File: config.mk
export PLATFORM = sky130hd
export DESIGN_NAME = fifo_burst_reader
export DESIGN_NICKNAME = d
export VERILOG_FILES = /design/src/rtl/fifo_pkg.sv /design/src/rtl/fifo_skid_buf.sv /design/src/rtl/fifo_burst_reader.sv
export SDC_FILE = /design/constraint.sdc
export NUM_CORES = 1
export LEC_CHECK = 0
export CAP_MARGIN = 20
export CORE_MARGIN = 1
export CORE_UTILIZATION = 33
export DETAILED_ROUTE_END_ITERATION = 10
export GPL_TIMING_DRIVEN = 0
export PLACE_DENSITY_LB_ADDON = 0.2
export REMOVE_ABC_BUFFERS = 1
export SLEW_MARGIN = 0
export SYNTH_ARGS = -nofsm -noshare
export SYNTH_HDL_FRONTEND = slang
export SYNTH_SLANG_ARGS = --single-unit
File: constraint.sdc
create_clock -name clk -period 3.6 [get_ports clk]
set_clock_uncertainty 0.2 [all_clocks]
set_input_delay 0.54 -clock clk [delete_from_list [all_inputs] [get_ports clk]]
set_output_delay 0.54 -clock clk [all_outputs]
set_load 0.005 [all_outputs]
File: src/rtl/fifo_pkg.sv
`default_nettype none
// ============================================================================
// Module      : fifo_pkg
// Description : Shared constants, state encoding and helpers for the FIFO
//               burst reader and its skid buffer.
// Revision    : 1.0 - initial release
// ============================================================================
package fifo_pkg;

    localparam int DEFAULT_DATA_W = 8;
    localparam int DEFAULT_LEN_W  = 8;

    localparam int SKID_DEPTH = 4;
    localparam int SKID_PTR_W = 2;
    localparam int SKID_OCC_W = 3;

    typedef enum logic [1:0] {
        IDLE  = 2'd0,
        READ  = 2'd1,
        DRAIN = 2'd2
    } state_t;

    // True when one more byte can be popped without overrunning the skid
    // buffer: bytes already held plus the one still in flight from the FIFO
    // must leave a free slot.
    function automatic logic credit_ok(input logic [SKID_OCC_W-1:0] occ,
                                       input logic                  inflight);
        logic [3:0] used;
        used = {1'b0, occ} + {3'b000, inflight};
        return (used < 4'(SKID_DEPTH));
    endfunction

endpackage
`default_nettype wire

File: src/rtl/fifo_skid_buf.sv
`default_nettype none
// ============================================================================
// Module      : fifo_skid_buf
// Description : 4-entry circular skid buffer. The head entry drives rdata;
//               occ reports the number of stored entries.
// Revision    : 1.0 - initial release
// ============================================================================
module fifo_skid_buf
    import fifo_pkg::*;
#(
    parameter int DATA_W = fifo_pkg::DEFAULT_DATA_W
) (
    input  logic                  clk,
    input  logic                  rst,
    input  logic                  wr,
    input  logic [DATA_W-1:0]     wdata,
    input  logic                  rd,
    output logic [DATA_W-1:0]     rdata,
    output logic [SKID_OCC_W-1:0] occ
);

    logic [DATA_W-1:0]     r_mem [SKID_DEPTH];
    logic [SKID_PTR_W-1:0] r_wptr;
    logic [SKID_PTR_W-1:0] r_rptr;
    logic [SKID_OCC_W-1:0] r_occ;

    logic w_push;
    logic w_pop;

    // Writes into a full buffer and reads from an empty one are dropped so
    // the pointers can never cross.
    assign w_push = wr && (r_occ != SKID_OCC_W'(SKID_DEPTH));
    assign w_pop  = rd && (r_occ != '0);

    // Storage array; cleared on reset so the head reads 0 out of reset.
    always_ff @(posedge clk or negedge rst) begin
        if (!rst) begin
            for (int i = 0; i < SKID_DEPTH; i++) begin
                r_mem[i] <= '0;
            end
        end else if (w_push) begin
            r_mem[r_wptr] <= wdata;
        end
    end

    // Write and read pointers; 2-bit arithmetic wraps 3 -> 0 naturally.
    always_ff @(posedge clk or negedge rst) begin
        if (!rst) begin
            r_wptr <= '0;
            r_rptr <= '0;
        end else begin
            if (w_push) begin
                r_wptr <= r_wptr + 2'd1;
            end
            if (w_pop) begin
                r_rptr <= r_rptr + 2'd1;
            end
        end
    end

    // Occupancy: a simultaneous push and pop leaves the count unchanged.
    always_ff @(posedge clk or negedge rst) begin
        if (!rst) begin
            r_occ <= '0;
        end else begin
            case ({w_push, w_pop})
                2'b10:   r_occ <= r_occ + 3'd1;
                2'b01:   r_occ <= r_occ - 3'd1;
                default: r_occ <= r_occ;
            endcase
        end
    end

    assign rdata = r_mem[r_rptr];
    assign occ   = r_occ;

endmodule
`default_nettype wire

File: src/rtl/fifo_burst_reader.sv
`default_nettype none
// ============================================================================
// Module      : fifo_burst_reader
// Description : Pulls a commanded number of bytes from a synchronous FIFO
//               (one-cycle read latency) and presents them on a valid/ready
//               stream, absorbing backpressure in a 4-entry skid buffer.
// Revision    : 1.0 - initial release
// ============================================================================
module fifo_burst_reader
    import fifo_pkg::*;
#(
    parameter int DATA_W = fifo_pkg::DEFAULT_DATA_W,
    parameter int LEN_W  = fifo_pkg::DEFAULT_LEN_W
) (
    input  logic              clk,
    input  logic              rst,
    input  logic              start,
    input  logic [LEN_W-1:0]  burst_len,
    output logic              fifo_rd_en,
    input  logic [DATA_W-1:0] fifo_data,
    input  logic              fifo_empty,
    output logic              m_valid,
    output logic [DATA_W-1:0] m_data,
    input  logic              m_ready,
    output logic              busy,
    output logic              done,
    output logic [LEN_W-1:0]  remaining
);

    state_t r_state;
    state_t w_state_next;

    logic [LEN_W-1:0]      r_issue;
    logic [LEN_W-1:0]      r_remaining;
    logic                  r_inflight;
    logic                  r_done;

    logic                  w_rd_en;
    logic                  w_load;
    logic                  w_done_next;
    logic                  w_accept;
    logic [SKID_OCC_W-1:0] w_occ;

    assign m_valid  = (w_occ != '0);
    assign w_accept = m_valid && m_ready;

    // State register.
    always_ff @(posedge clk or negedge rst) begin
        if (!rst) begin
            r_state <= IDLE;
        end else begin
            r_state <= w_state_next;
        end
    end

    // Next state, pop request and burst load. The pop depends only on state,
    // issue count, skid credit and fifo_empty -- never on m_ready.
    always_comb begin
        w_state_next = r_state;
        w_rd_en      = 1'b0;
        w_load       = 1'b0;
        w_done_next  = 1'b0;
        case (r_state)
            IDLE: begin
                if (start && (burst_len != '0)) begin
                    w_load       = 1'b1;
                    w_state_next = READ;
                end
            end
            READ: begin
                w_rd_en = !fifo_empty && (r_issue != '0) &&
                          credit_ok(w_occ, r_inflight);
                if (w_rd_en && (r_issue == LEN_W'(1))) begin
                    w_state_next = DRAIN;
                end
            end
            DRAIN: begin
                if (w_accept && (r_remaining == LEN_W'(1))) begin
                    w_state_next = IDLE;
                    w_done_next  = 1'b1;
                end
            end
            default: begin
                w_state_next = IDLE;
            end
        endcase
    end

    // Issue counter (pops still owed) and remaining counter (beats still
    // owed downstream); both saturate at zero.
    always_ff @(posedge clk or negedge rst) begin
        if (!rst) begin
            r_issue     <= '0;
            r_remaining <= '0;
        end else begin
            if (w_load) begin
                r_issue <= burst_len;
            end else if (w_rd_en && (r_issue != '0)) begin
                r_issue <= r_issue - LEN_W'(1);
            end

            if (w_load) begin
                r_remaining <= burst_len;
            end else if (w_accept && (r_remaining != '0)) begin
                r_remaining <= r_remaining - LEN_W'(1);
            end
        end
    end

    // In-flight flag marks the cycle in which popped data is on fifo_data;
    // the done pulse follows the final handshake by one cycle.
    always_ff @(posedge clk or negedge rst) begin
        if (!rst) begin
            r_inflight <= 1'b0;
            r_done     <= 1'b0;
        end else begin
            r_inflight <= w_rd_en;
            r_done     <= w_done_next;
        end
    end

    fifo_skid_buf #(
        .DATA_W (DATA_W)
    ) u_skid (
        .clk   (clk),
        .rst   (rst),
        .wr    (r_inflight),
        .wdata (fifo_data),
        .rd    (w_accept),
        .rdata (m_data),
        .occ   (w_occ)
    );

    assign fifo_rd_en = w_rd_en;
    assign busy       = (r_state != IDLE);
    assign done       = r_done;
    assign remaining  = r_remaining;

endmodule
`default_nettype wire
==> metrics <==
layout cells sized above 1=0.225; final design utilization=0.427; DP Area=3490 sq um; yosys warns=0; CP Cell Sequence=inv_1, ha_1, or3b_2, o211ai_2, inv_2, clkdlybuf4s50_1; Slew headroom=0.378; peak supply drop=365 uV; Routability Congestion=0.768; CTS tree=built; drt total wl=6170 microns; Syn Area/Cell=12.2 sq um; Final Max Tran Viols=0; most area-consuming cells after synthesis=dfrtp_1 50%, mux2_2 13%, mux4_2 6.1%; highest-delay cell along the critical path=clkdlybuf4s50_1; DRC=0; FF+latch count, synth=59; Synth top area share=0.497; finished layout cell area=3720 sq um; crit path kind=register to output pin; Total GRT Usage=0.139; outcome=complete, no violations; final setup vio count=0; Tmin final=3.41 ns; clock slew at reported path FFs=0.07 ns; worst hold-check path type=register to register; Peak Freq=293 MHz; DR vias/cell=5.24; fin crit share=0.948; sequential area share after synthesis=0.497; Die Ht=96.9 microns; Clock Tree Buf Depth=2; setup slack, reg-to-reg=0.79 ns; Slew @ Worst Pin=0.929 ns; r2r startpoint=r_issue[0]; clock buffer count from CTS=9; Total Power=3.33 mW; clock latency on the worst-skew pair=0.33 ns; worst endpoint required time=2.86 ns; drt pass-1 iters=4; Post-CTS Setup Bufs=0; first-pass GRT wire length=10300 microns; FF-to-FF End=r_issue[5]; delay of the slowest critical-path stage=0.50 ns; most frequent cells in the layout=59 x dfrtp_1, 39 x clkdlybuf4s50_1, 34 x mux2_2; post-DR wirelength/cell=15.4 microns; Bufs and invs on worst path=3; synth-to-layout area growth=25.3%; Rows=34; Post-synth top flop=dfrtp_1; diode count=0; # port buffers=40; FILL cells=830; max_cap viols=0; antenna-violating nets left=0; FF-to-FF path depth=7; post-cts resize count=0; H-tree levels=3; final hold violation count=0; CTS root buf=clkbuf_8; vias in the first global route=2104; Synth cell types=45; P_leak=1.53 nW; Syn Std Cell Area=2970 sq um; die area=9390 sq um; hold_sp=u_skid.r_mem[23]; GRT Residual Overflow=0; I/O pins=41; Initial Utilization=0.341; async set-or-reset flop fraction in the synthesized netlist=1.00; Top delay family on crit path=buffers and inverters; Post-synth EDFFs=0; commonest non-fill, non-tap cell in the layout=dfrtp_1; setup tns final=0 ns; HPWL after detailed placement=4310 microns; Die W=96.9 microns; largest net degree at the start of global routing=39; Startpoint Class=register; drt initial violations=68; Hold Path End=u_skid.r_mem[23]; Post-Synthesis Cells=243; Final Net Count=321; Worst Hold Depth=1; CP max FO=11; largest area contributor in the netlist=dfrtp_1; power per cell area=896 nW/um^2; WP data arrival=2.67 ns; RSZ-0062 raised after global routing=false; Vias=2101; core area=8720 sq um; initial antenna violation count=0; clock sink count=59; critical path startpoint=r_issue[0]; Setup crit end kind=output pin
## synth_stat cells (4+ instances only)
cell / count
xor2_1: 4
mux2_2: 34
clkbuf_1: 4
nand3_1: 5
ha_1: 11
nor4_1: 5
mux4_2: 8
or3_1: 5
nor2_1: 8
or4_1: 6
inv_1: 15
nor3_1: 4
nand2_1: 12
a31oi_1: 6
dfrtp_1: 59
xnor2_1: 4
o21ai_0: 11
## how the worst max path moves through the flow
stage	slack, ns	endpoint	depth (start not counted)
CTS	0.15	fifo_rd_en	6
global placement	-0.17	r_issue[3]	1
finish	0.19	fifo_rd_en	6
detailed placement	0.35	fifo_rd_en	5
floorplan	1.08	r_issue[5]	7
global route	0.003	fifo_rd_en	6
## stage by stage
step	std cells	worst slack (ns)	hold WS, ns
2_1_floorplan	235	1.08	0.0444
3_3_place_gp	383	-0.174	0.283
3_5_place_dp	384	0.351	0.291
4_1_cts	401	0.155	0.309
5_1_grt	401	0.00275	0.314
6_report	401	0.187	0.302
## logic make-up (layout without fill, tap and decap cells)
group / after synthesis / in the layout / share of synthesized area
AO/OA/AOI/OAI: 36 / 36 / 0.0846
XOR/XNOR: 8 / 8 / 0.0236
adder cells (fa/ha/maj): 12 / 12 / 0.0531
buffers and inverters: 24 / 74 / 0.0316
flip-flops: 59 / 59 / 0.497
multiplexers: 45 / 45 / 0.200
AND/OR/NAND/NOR: 59 / 59 / 0.110
## report_power, final
group          internal [mW]  switching, mW
sequential             0.994          0.302
combinational          0.840          0.516
clock                  0.394          0.287
total                   2.23           1.11
## flip-flops by register name, summed over array words and instances (netlist names)
name and flops:
r_state 2, r_inflight 1, u_skid.occ 3, remaining 8, u_skid.r_wptr 2, u_skid.r_mem 32
u_skid.r_rptr 2, r_issue 8, done 1
## repair_timing
item,in CTS,in global routing
hold buffers,1,0
setup endpoints to repair,0,0
hold endpoints to repair,21,0
## per-layer routing
layer  wire length (microns)  track usage
met5                       0            0
met2                    2890        0.223
met3                     301       0.0499
met1                    2920        0.178
met4                      55       0.0356
## worst reg2reg max path: stages, from the launching register on
cell	delay [ns]
dfrtp_1	0.48
inv_1	0.12
ha_1	0.17
or3b_2	0.45
o211ai_2	0.44
inv_2	0.19
mux2_1	0.36
a221o_1	0.30
## cell type report
cell class                 count  area [sq um]  area share
timing repair buffer          42           425       0.114
clock inverter                 7           100      0.0269
sequential                    59          1480       0.397
multi-input combinational    160          1400       0.376
tap                          108           135      0.0363
inverter                      16          60.1      0.0161
clock buffer                   9           124      0.0333
No activity file was read; power rests on OpenSTA's default activity.
